## config.mk

```make
export PLATFORM = sky130hd
export DESIGN_NAME = rotary_encoder_emulator
export DESIGN_NICKNAME = d
export VERILOG_FILES = /design/src/rtl/rotary_encoder_pkg.sv /design/src/rtl/rotary_encoder_bounce_gen.sv /design/src/rtl/rotary_encoder_emulator.sv
export SDC_FILE = /design/constraint.sdc
export NUM_CORES = 1
export LEC_CHECK = 0
export CAP_MARGIN = 15
export CELL_PAD_IN_SITES_DETAIL_PLACEMENT = 1
export CELL_PAD_IN_SITES_GLOBAL_PLACEMENT = 1
export CORE_MARGIN = 5
export CORE_UTILIZATION = 27
export DETAILED_ROUTE_END_ITERATION = 8
export PLACE_DENSITY_LB_ADDON = 0.1
export RECOVER_POWER = 25
export REMOVE_ABC_BUFFERS = 1
export SLEW_MARGIN = 20
export SYNTH_ARGS = -nofsm -noshare
export SYNTH_HDL_FRONTEND = slang
export SYNTH_SLANG_ARGS = --single-unit
```

## constraint.sdc

```tcl
create_clock -name clk -period 1.6 [get_ports clk]
set_input_delay 0.4 -clock clk [delete_from_list [all_inputs] [get_ports clk]]
set_output_delay 0.4 -clock clk [all_outputs]
set_load 0.01 [all_outputs]
```

## src/rtl/rotary_encoder_pkg.sv

```systemverilog
// Shared types and Gray-sequence constants for the rotary encoder emulator.
package rotary_encoder_pkg;

  typedef enum logic [1:0] {IDLE, PHASE, GAP} state_e;

  // AB pairs with A in bit 1. Entry 0 is the rest state, and one detent walks entries 1,2,3,0.
  localparam logic [1:0]      REST_AB = 2'b11;
  localparam logic [3:0][1:0] CW_SEQ  = {2'b10, 2'b00, 2'b01, 2'b11};
  localparam logic [3:0][1:0] CCW_SEQ = {2'b01, 2'b00, 2'b10, 2'b11};

  function automatic logic [1:0] seq_ab(input logic dir, input logic [1:0] idx);
    return dir ? CW_SEQ[idx] : CCW_SEQ[idx];
  endfunction

endpackage

```

## src/rtl/rotary_encoder_bounce_gen.sv

```systemverilog
// Adds contact bounce to one quadrature pin: it toggles 2*bounce_pulses_p extra times after each edge.
// clean_pin and strobe are next-cycle values, so bounced_pin has the same latency as a plain pin flop.
module rotary_encoder_bounce_gen #(
  parameter int bounce_pulses_p = 2
) (
  input  logic clk,
  input  logic rst_n,
  input  logic clean_pin,
  input  logic strobe,
  output logic bounced_pin
);

  localparam int Toggles = 2 * bounce_pulses_p;
  localparam int CntW    = (Toggles + 1 > 2) ? $clog2(Toggles + 1) : 1;

  logic [CntW-1:0] cnt_q, cnt_d;
  logic            pin_q, pin_d;

  always_comb begin
    cnt_d = cnt_q;
    pin_d = clean_pin;
    if (strobe) begin
      cnt_d = CntW'(Toggles);
    end else if (cnt_q != '0) begin
      pin_d = ~pin_q;
      cnt_d = cnt_q - 1'b1;
    end
  end

  always_ff @(posedge clk) begin
    if (!rst_n) begin
      cnt_q <= '0;
      pin_q <= 1'b1;
    end else begin
      cnt_q <= cnt_d;
      pin_q <= pin_d;
    end
  end

  assign bounced_pin = pin_q;

endmodule

```

## src/rtl/rotary_encoder_emulator.sv

```systemverilog
// Quadrature A/B generator driven by {direction, detent count} commands.
// Define ROTARY_ENCODER_BOUNCE_EN to add contact bounce to every pin edge.
module rotary_encoder_emulator
  import rotary_encoder_pkg::*;
#(
  parameter int phase_clk_cnt_p = 1000,
  parameter int gap_clk_cnt_p   = 4000,
  parameter int steps_width_p   = 8,
  parameter int bounce_pulses_p = 2
) (
  input  logic                     clk,
  input  logic                     rst_n,
  input  logic                     cmd_valid,
  output logic                     cmd_ready,
  input  logic                     cmd_direction,
  input  logic [steps_width_p-1:0] cmd_steps,
  output logic                     encoder_pin_a,
  output logic                     encoder_pin_b,
  output logic                     step_done,
  output logic                     busy
);

  localparam int PhW = $clog2(phase_clk_cnt_p);
  localparam int GapW = (gap_clk_cnt_p + 1 > 2) ? $clog2(gap_clk_cnt_p + 1) : 1;
  localparam logic [PhW-1:0]  PhaseLast = PhW'(phase_clk_cnt_p - 1);
  localparam logic [GapW-1:0] GapLast   = GapW'(gap_clk_cnt_p);

  state_e                   state_q, state_d;
  logic [PhW-1:0]           phase_cnt_q, phase_cnt_d;
  logic [GapW-1:0]          gap_cnt_q, gap_cnt_d;
  logic [steps_width_p-1:0] remaining_q, remaining_d;
  logic [1:0]               idx_q, idx_d;
  logic [1:0]               ab_q, ab_d;
  logic                     dir_q, dir_d;
  logic                     ready_q, ready_d;
  logic                     busy_q, busy_d;
  logic                     done_q, done_d;

  always_comb begin
    state_d     = state_q;
    phase_cnt_d = phase_cnt_q;
    gap_cnt_d   = gap_cnt_q;
    remaining_d = remaining_q;
    idx_d       = idx_q;
    ab_d        = ab_q;
    dir_d       = dir_q;
    ready_d     = ready_q;
    busy_d      = busy_q;
    done_d      = 1'b0;
    unique case (state_q)
      IDLE: begin
        if (cmd_valid && ready_q) begin
          dir_d       = cmd_direction;
          remaining_d = cmd_steps;
          phase_cnt_d = '0;
          gap_cnt_d   = '0;
          idx_d       = '0;
          ready_d     = 1'b0;
          busy_d      = 1'b1;
          state_d     = (cmd_steps == '0) ? GAP : PHASE;
        end
      end
      PHASE: begin
        if (phase_cnt_q == PhaseLast) begin
          phase_cnt_d = '0;
          idx_d       = idx_q + 2'd1;
          ab_d        = seq_ab(dir_q, idx_d);
          // Index wrapping to 0 means the pins are back at rest: the detent is complete.
          if (idx_d == 2'd0) begin
            done_d      = 1'b1;
            remaining_d = remaining_q - 1'b1;
            if (remaining_q == steps_width_p'(1)) begin
              gap_cnt_d = '0;
              state_d   = GAP;
            end
          end
        end else begin
          phase_cnt_d = phase_cnt_q + 1'b1;
        end
      end
      GAP: begin
        if (gap_cnt_q == GapLast) begin
          ready_d = 1'b1;
          busy_d  = 1'b0;
          state_d = IDLE;
        end else begin
          gap_cnt_d = gap_cnt_q + 1'b1;
        end
      end
      default: state_d = IDLE;
    endcase
  end

  always_ff @(posedge clk) begin
    if (!rst_n) begin
      state_q     <= IDLE;
      phase_cnt_q <= '0;
      gap_cnt_q   <= '0;
      remaining_q <= '0;
      idx_q       <= '0;
      ab_q        <= REST_AB;
      dir_q       <= 1'b0;
      ready_q     <= 1'b1;
      busy_q      <= 1'b0;
      done_q      <= 1'b0;
    end else begin
      state_q     <= state_d;
      phase_cnt_q <= phase_cnt_d;
      gap_cnt_q   <= gap_cnt_d;
      remaining_q <= remaining_d;
      idx_q       <= idx_d;
      ab_q        <= ab_d;
      dir_q       <= dir_d;
      ready_q     <= ready_d;
      busy_q      <= busy_d;
      done_q      <= done_d;
    end
  end

  assign cmd_ready = ready_q;
  assign busy      = busy_q;
  assign step_done = done_q;

`ifdef ROTARY_ENCODER_BOUNCE_EN
  rotary_encoder_bounce_gen #(.bounce_pulses_p(bounce_pulses_p)) u_bounce_a (
    .clk        (clk),
    .rst_n      (rst_n),
    .clean_pin  (ab_d[1]),
    .strobe     (ab_d[1] != ab_q[1]),
    .bounced_pin(encoder_pin_a)
  );
  rotary_encoder_bounce_gen #(.bounce_pulses_p(bounce_pulses_p)) u_bounce_b (
    .clk        (clk),
    .rst_n      (rst_n),
    .clean_pin  (ab_d[0]),
    .strobe     (ab_d[0] != ab_q[0]),
    .bounced_pin(encoder_pin_b)
  );
`else
  logic [31:0] unused_bounce_cfg;
  assign unused_bounce_cfg = 32'(bounce_pulses_p);
  assign encoder_pin_a     = ab_q[1];
  assign encoder_pin_b     = ab_q[0];
`endif

endmodule

```

==> results_dict.tcl <==
set metrics [dict create \
    status "complete, but fails checks" \
    violations "setup timing" \
    placed_area_sq_um 3040 \
    globalRoute.totalOverflow 0 \
    first_global_vias 2549 \
    syn_area_sq_um 2190 \
    synth_ff_type "dfxtp_1" \
    hold_start "busy" \
    cts_tree "built" \
    max_freq_mhz 604 \
    dp.final_hpwl_mm 5.50 \
    p_per_area_nw_per_um2 727 \
    ys_seq_area_frac 0.366 \
    r2r_start "remaining_q[7]" \
    drive_gt1_frac 0.416 \
    critPathLaunchType "primary input" \
    synth-edff-count 0 \
    nets 392 \
    hold_path_depth 2 \
    worst_slack_ns -0.0549 \
    layout_common_cells "buf_4 (86), dfxtp_1 (29), nor2_1 (21)" \
    detail-route-antenna-nets 0 \
    grt_use_met2 0.260 \
    use_met3 0.0292 \
    diodes 0 \
    p_leak_nw 1.44 \
    ys_warn_count 0 \
    final_common_cell "buf_4" \
    drc 0 \
    grtUsageMet1 0.211 \
    core_area_sq_um 7810 \
    final_area_sq_um 3520 \
    drt_first_pass_iters 4 \
    wl_per_cell_um 16.2 \
    period_share 1.03 \
    crit_fanout 8 \
    synthCells 266 \
    finalMaxSlewViolations 0 \
    clock_sinks 40 \
    area_delta_synth_final_pct 61.0 \
    cap_violations 0 \
    die-area_sq_um 10000 \
    cts_buffer_depth 2 \
    dieWidth_um 100 \
    ioPinCount 17 \
    vias 2429 \
    grt_setup_unrepaired "yes" \
    insertion_delay_ns 0.30 \
    io_buffers 16 \
    worstMarginPinSlew_ns 0.349 \
    initial_core_util 0.280 \
    critPathCaptureType "flop" \
    rrSetupSlack_ns -0.05 \
    drt_wl_total_mm 7.73 \
    min_period_ns 1.65 \
    grt.busiest_layer "met2" \
    place.gp.congestion 0.817 \
    synth.avg_cell_area_sq_um 8.22 \
    hold_end "busy" \
    synth.distinct_cells 56 \
    synthArstFlopShare 0 \
    setup_viol 12 \
    hp-class "reg2reg" \
    clockRootBuffer "clkbuf_8" \
    ir_drop_mv 0.323 \
    relSlewSlack 0.766 \
    synth-seq-cells 40 \
    setup.worst_path.start "cmd_valid" \
    crit_required_ns 1.84 \
    power.total_mw 2.56 \
    worst_ep_arrival_time_ns 1.89 \
    clkTransAtPathRegs_ns 0.08 \
    fp.dieH_um 100 \
    rows 32 \
    grt_max_degree 14 \
    drt_iter0_markers 50 \
    rr_endpoint "gap_cnt_q[8]" \
    htreeDepth 2 \
    antenna_found_initial 0 \
    finalClockSkew_ns 0.00560 \
    cts_buffers 5 \
    grtUsageTotal 0.157 \
    routed_via_density 5.09 \
    crit_type "in2reg" \
    reg2reg_depth 6 \
    hold_viol_final 0 \
    grt_pass1_wl_mm 12.7 \
]
## report_power, final
| group | switching, mW | total, mW | internal [mW] |
|---|---|---|---|
| clock | 0.383 | 0.728 | 0.345 |
| combinational | 0.365 | 0.749 | 0.384 |
| sequential | 0.0380 | 1.08 | 1.04 |
| total | 0.786 | 2.56 | 1.77 |
## worst max-delay path by stage
stage              endpoint  slack [ns]  depth (start not counted)
6_report           idx_q[0]       -0.05                          5
5_1_grt        gap_cnt_q[8]       -0.16                          6
2_1_floorplan  gap_cnt_q[8]       -0.08                          6
3_3_place_gp   gap_cnt_q[9]       -0.34                          4
4_1_cts        gap_cnt_q[8]       -0.08                          6
3_5_place_dp       idx_q[0]       -0.39                          5
## critical path: stages
cell	delay [ns]
dlygate4sd3_1	0.64
nand4bb_4	0.18
and2_4	0.22
or3_4	0.33
a21oi_2	0.12
## cell families after synthesis
| kind of cell | after synthesis | share of synthesized area |
|---|---|---|
| buf+inv | 22 | 0.0469 |
| compound gates | 87 | 0.261 |
| mux | 3 | 0.0137 |
| fa+ha+maj | 6 | 0.0343 |
| flops | 40 | 0.366 |
| xor+xnor | 2 | 0.00802 |
| simple gates | 106 | 0.270 |
## sequential cells by signal (all words and copies together), names as in the netlist
signal	count
phase_cnt_q	10
gap_cnt_q	12
dir_q	1
idx_q	2
state_q	2
remaining_q	8
ab_q	2
busy	1
cmd_ready	1
step_done	1
## Yosys cell counts (all sizes together) (2+ instances only)
master   instances  area [sq um]
dfxtp           40           801
nor2            22          82.6
nand2           21          78.8
a21oi           19          98.9
o21ai           17          88.8
a31oi           14          87.6
and3            10          62.6
nand3           10          50.1
nor3            10          50.1
o211ai          10          75.1
inv              8          30.0
clkbuf           7          26.3
nand4            7          58.8
and2             6          41.3
buf              6          42.5
ha               6          75.1
o21a             5          37.5
a22oi            4          30.0
nand2b           4          25.0
mux2i            3          30.0
or3              3          23.8
or4              3          22.5
a311oi           2          17.5
a41oi            2          17.5
nand4bb          2          22.5
nor4             2          18.8
o211a            2          20.0
## layer usage
layer	wire (um)	up-vias
met4	79	0
met1	3750	1190
li1	-	1216
met5	0	-
met2	3760	16
met3	132	7
## stage by stage
step                      std cells  hold WS, ns  utilization  setup TNS (ns)  setup WS [ns]
after global routing            477        0.500        0.451           -2.30         -0.157
after detailed placement        455        0.456        0.389          -10.17         -0.394
after CTS                       471        0.467        0.432          -0.316        -0.0786
final                           477        0.469        0.451          -0.240        -0.0549
after global placement          455        0.450        0.389           -8.98         -0.344
after floorplan                 253        0.436            -          -0.181        -0.0805
## area by class of cell
type | instances | area, sq um
Inverter | 9 | 33.8
Sequential cell | 40 | 815
Clock inverter | 2 | 10.0
Tap cell | 102 | 128
Timing Repair Buffer | 114 | 926
Fill cell | 933 | 4290
Multi-Input combinational cell | 204 | 1530
Clock buffer | 6 | 82.6
## repair_timing
| item | in CTS | in global routing |
|---|---|---|
| cloned | 0 | 0 |
| pin swaps | 26 | 17 |
| setup endpoints to repair | 35 | 29 |
| buffers inserted | 8 | 6 |
| gates resized for setup | 43 | 28 |
| hold buffers | 0 | 0 |
Note: power is estimated with default switching activity, not from simulation.
